### src/rtl/camera_param_latch.sv
// Latches a frame-coherent copy of the HPS PIO camera parameters: a sample is accepted only
// after it has held steady for STABLE_CYCLES, and it is committed only while the pipeline is idle.
module camera_param_latch #(
    parameter int NUM_WORDS     = 18,
    parameter int STABLE_CYCLES = 4,
    parameter int MAX_RETRIES   = 15
) (
    input  logic                      clk,
    input  logic                      reset,
    input  logic [32*NUM_WORDS-1:0]   param_in,
    input  logic                      frame_start,
    input  logic                      pipe_idle,
    input  logic                      clear_status,
    output logic [32*NUM_WORDS-1:0]   param_out,
    output logic                      param_valid,
    output logic                      changed,
    output logic                      busy,
    output logic [15:0]               commit_count,
    output logic                      tear_error,
    output logic                      frame_overrun
);
    localparam int W = 32 * NUM_WORDS;
    localparam logic [3:0] STABLE_LAST = 4'(STABLE_CYCLES - 1);
    localparam logic [3:0] RETRY_LAST  = 4'(MAX_RETRIES - 1);

    typedef enum logic [1:0] {IDLE, VERIFY, COMMIT} state_t;

    state_t         state_reg, state_next;
    logic [W-1:0]   sample_reg;
    logic [3:0]     stable_cnt_reg;
    logic [3:0]     retry_cnt_reg;
    logic [NUM_WORDS-1:0] word_match;
    logic           all_match;
    logic           load_sample, stable_inc, retry_inc, retry_clr, do_commit, set_tear;

    // Word-wise compare keeps each equality a short 32-bit reduction before the final AND.
    generate
        for (genvar gi = 0; gi < NUM_WORDS; gi++) begin : g_match
            assign word_match[gi] = (param_in[gi*32 +: 32] == sample_reg[gi*32 +: 32]);
        end
    endgenerate
    assign all_match = &word_match;
    assign busy      = (state_reg != IDLE);

    always_comb begin
        state_next  = state_reg;
        load_sample = 1'b0;
        stable_inc  = 1'b0;
        retry_inc   = 1'b0;
        retry_clr   = 1'b0;
        do_commit   = 1'b0;
        set_tear    = 1'b0;
        case (state_reg)
            IDLE: begin
                if (frame_start) begin
                    load_sample = 1'b1;
                    retry_clr   = 1'b1;
                    state_next  = VERIFY;
                end
            end
            VERIFY: begin
                if (all_match) begin
                    stable_inc = 1'b1;
                    if (stable_cnt_reg == STABLE_LAST) begin
                        state_next = COMMIT;
                    end
                end else begin
                    // A mismatch restarts the stability window on the fresh value.
                    load_sample = 1'b1;
                    retry_inc   = 1'b1;
                    if (retry_cnt_reg == RETRY_LAST) begin
                        set_tear   = 1'b1;
                        state_next = IDLE;
                    end
                end
            end
            COMMIT: begin
                if (pipe_idle) begin
                    do_commit  = 1'b1;
                    state_next = IDLE;
                end
            end
            default: state_next = IDLE;
        endcase
    end

    always_ff @(posedge clk) begin
        if (reset) begin
            state_reg      <= IDLE;
            sample_reg     <= '0;
            stable_cnt_reg <= '0;
            retry_cnt_reg  <= '0;
            param_out      <= '0;
            param_valid    <= 1'b0;
            changed        <= 1'b0;
            commit_count   <= '0;
            tear_error     <= 1'b0;
            frame_overrun  <= 1'b0;
        end else begin
            state_reg <= state_next;
            if (load_sample) begin
                sample_reg     <= param_in;
                stable_cnt_reg <= '0;
            end else if (stable_inc) begin
                stable_cnt_reg <= stable_cnt_reg + 4'd1;
            end
            if (retry_clr) begin
                retry_cnt_reg <= '0;
            end else if (retry_inc) begin
                retry_cnt_reg <= retry_cnt_reg + 4'd1;
            end
            param_valid <= do_commit;
            changed     <= do_commit && (sample_reg != param_out);
            if (do_commit) begin
                param_out    <= sample_reg;
                commit_count <= commit_count + 16'd1;
            end
            // Sticky flags: a set in the same cycle as a clear wins.
            tear_error    <= set_tear | (tear_error & ~clear_status);
            frame_overrun <= (frame_start & busy) | (frame_overrun & ~clear_status);
        end
    end
endmodule

### config.mk
export PLATFORM = sky130hd
export DESIGN_NAME = camera_param_latch
export DESIGN_NICKNAME = d
export VERILOG_FILES = /design/src/rtl/camera_param_latch.sv
export SDC_FILE = /design/constraint.sdc
export NUM_CORES = 2
export LEC_CHECK = 0
export ABC_CLOCK_PERIOD_IN_PS = 4500
export CELL_PAD_IN_SITES_DETAIL_PLACEMENT = 0
export CELL_PAD_IN_SITES_GLOBAL_PLACEMENT = 1
export CORE_AREA = 2 2 455 457
export CTS_CLUSTER_DIAMETER = 40
export DETAILED_ROUTE_END_ITERATION = 12
export DIE_AREA = 0 0 457 459
export PLACE_DENSITY_LB_ADDON = 0.1
export REMOVE_ABC_BUFFERS = 1
export SYNTH_ARGS = -nofsm -noshare
export SYNTH_HDL_FRONTEND = slang
export SYNTH_SLANG_ARGS = --single-unit
### constraint.sdc
create_clock -name clk -period 4.5 [get_ports clk]
set_clock_uncertainty 0.1 [all_clocks]
set_input_delay 0.9 -clock clk [delete_from_list [all_inputs] [get_ports clk]]
set_output_delay 0.9 -clock clk [all_outputs]
set_load 0.005 [all_outputs]
==> metrics.md <==
| Metric | Value |
|---|---|
| Run status | completed |
| # IOs | 1,178 |
| Routability Congestion | 0.910 |
| Max-Cap Viols | 0 |
| Post-synthesis cell type count | 46 |
| Total GRT Usage | 29.6% |
| Reg-to-reg endpoint | changed |
| Die Y | 459 um |
| Post-synthesis xor/xnor area fraction | 16.1% |
| CP arrival | 4.90 ns |
| Die Wd | 457 um |
| Slew headroom | 13.0% |
| Clock sink count | 1,182 |
| Final antenna-violating net count | 0 |
| Register area share after synthesis | 40.0% |
| Top cells by area, synth | dfxtp_1, nand2b_1, mux2i_1 |
| Max Fclk | 236 MHz |
| Layout cells sized above 1 | 9.47% |
| Routed len/inst | 29.1 um |
| RSZ-0062 raised after global routing | no |
| Post-Syn Instances | 6,764 |
| Vias in the first global route | 52,000 |
| Root buffer cell | clkbuf_16 |
| Area grow syn2layout | 44.6% |
| H-tree Lvls | 5 |
| Number of buffers created by CTS | 294 |
| TritonCTS clock tree | built |
| Largest family of logic cells by synthesized area | simple AND/OR/NAND/NOR gates |
| First-pass GRT wire length | 430,000 um |
| Largest net degree at the start of global routing | 127 |
| Worst R2R Setup Slack | 0.30 ns |
| Setup tns final | 0 ns |
| Yosys warning count | 0 |
| Filler instances | 20,400 |
| Num rows | 167 |
| WL final | 323,000 um |
| Dpl cell area | 0.0754 mm^2 |
| Simple-gate share of the synthesized area | 24.3% |
| Initial Util | 28.8% |
| Mapped cell area | 0.0592 mm^2 |
| Vias/cell | 4.80 |
| Crit-path max FO | 31 |
| Pwr dens | 438 mW/mm^2 |
| Port buffer count | 1,177 |
| Post-layout min period | 4.24 ns |
| Drt pass-1 iters | 7 |
| Post-synth EDFFs | 0 |
| Class of the worst hold path | reg -> reg |
| Final Cycle Share | 94.2% |
| VDD IR max | 0.000363 V |
| Worst setup path class | in -> reg |
| Post-synth top area cell | dfxtp_1 |
| Final number of max-transition violations | 0 |
| Mux cell area share after synthesis | 9.75% |
| Initial antenna violation count | 128 |
| CTS Hold Bufs | 0 |
| Die ar. | 0.210 mm^2 |
| Worst hold margin | 0.364 ns |
| FF-to-FF Start | sample_reg[260] |
| CTS-repair resized insts | 1 |
| Commonest non-fill, non-tap cell in the layout | dfxtp_1 |
| CTS Buffer Depth | 4 |
| Crit end category | register |
| Worst EP required | 5.17 ns |
| DRC Markers | 0 |
| R2r worst-path depth | 8 |
| Post-synth top flop | dfxtp_1 |
| Most frequent cells in the layout | dfxtp_1, nand2_1, clkdlybuf4s50_1 |
| Post-synth top area share | 40.0% |
| Design area | 0.0856 mm^2 |
| Final count of hold timing violations | 0 |
| Seq. cell area | 0.0237 mm^2 |
| Clk Latency, worst-skew pair | 0.93 ns |
| Core Region | 0.206 mm^2 |
| Setup repair bufs after CTS | 0 |
| Vias | 53,200 |
| Async SR Flop Fraction | 0% |
| NumNets Final | 8,716 |
| DP Wirelength | 259,000 um |
| Setup violators final | 0 |
| Area of the multi-input gates | 0.0335 mm^2 |
| Register bit count reported by yosys | 1,182 |
| Actual slew at the worst max-slew pin | 1.29 ns |
| Initial drt markers | 3,961 |
| Crit path capture | sample_reg[156] |
| CTS clk-pin slew, worst paths | 0.05 ns |
| Crit path from | param_in[560] |
| Compound-Gate Fraction of Synth Area | 6.09% |
| Leak Pwr | 0.0334 uW |
| Startpoint Class | input pin |
| Adder-Cell Fraction of Synth Area | 0.0845% |
| GRT Residual Overflow | 0 |
| Syn Area/Cell | 8.75 um^2 |
synth_stat cells (2+ instances only):
cell type     n
dfxtp_1    1182
nand2_1    1180
nand2b_1   1162
a21oi_1     589
xor2_1      584
mux2i_1     577
xnor2_1     507
clkbuf_1    306
nor4_1      189
nand4_1     176
inv_1        67
buf_6        60
nor2_1       25
buf_1        19
o22ai_1      19
o2bb2ai_1    16
nor2b_1      15
nand3_1      11
nor3_1       10
a221oi_1      8
a22o_1        8
o21ai_0       7
or3_1         5
and3_1        4
ha_1          4
o221ai_1      4
a2111o_1      3
a2111oi_0     3
buf_2         3
o2111ai_1     3
a221o_1       2
a31oi_1       2
critical path: stages:
cell and delay (ns):
clkdlybuf4s50_1 0.46, xnor2_2 0.54, nand4_1 0.61, nor4_2 0.57, nand2_1 0.11, or4_1 0.59
nor4_4 0.24, a21oi_4 0.14, buf_12 0.21, buf_12 0.25, mux2i_1 0.15
stage by stage:
step                cells  power, uW  worst slack, ns  utilization (%)
global route        11100      38600            0.134             41.6
floorplan            6375      14600           -38.95                -
detailed placement  10500      15800            -1.11             36.7
global placement    10500      15700            -1.14             36.7
finish              11100      37500            0.262             41.6
CTS                 11000      37900            0.158             41.6
kinds of logic after synthesis:
logic type	after synthesis
XOR/XNOR	1091
AO/OA/AOI/OAI	671
buffers and inverters	456
flip-flops	1182
multiplexers	577
AND/OR/NAND/NOR	2783
adder cells (fa/ha/maj)	4
worst min path at each step:
stage               depth (start not counted)            start  slack (ns)             end
finish                                      2  sample_reg[148]        0.36  param_out[148]
global route                                2   param_out[170]        0.39  param_out[170]
CTS                                         2  sample_reg[148]        0.36  param_out[148]
detailed placement                          2  sample_reg[148]        0.36  param_out[148]
global placement                            2  sample_reg[148]        0.36  param_out[148]
floorplan                                   2  sample_reg[148]        0.34  param_out[148]
layer usage:
layer | vias to the layer above | routed length (um) | GRT usage (%)
li1 | 25200 | - | -
met1 | 25600 | 134000 | 35.9
met2 | 1746 | 152000 | 49.4
met3 | 539 | 25000 | 9.14
met4 | 78 | 11500 | 10.4
met5 | - | 501 | 0
report_power, final:
| group | total [uW] | switching [uW] | internal [uW] |
|---|---|---|---|
| clock network | 22000 | 6820 | 15200 |
| registers | 11500 | 591 | 10900 |
| logic | 4050 | 2230 | 1820 |
| total | 37500 | 9650 | 27900 |
layout make-up:
type	instances	area share [%]
inverters	67	0.294
diodes	41	0.120
clock inverters	129	2.10
well taps	2704	3.95
clock buffers	379	9.68
multi-input cells	5126	39.2
flip-flops and latches	1182	27.6
repair buffers	1460	17.0
Power figures use the tool's default switching activity.
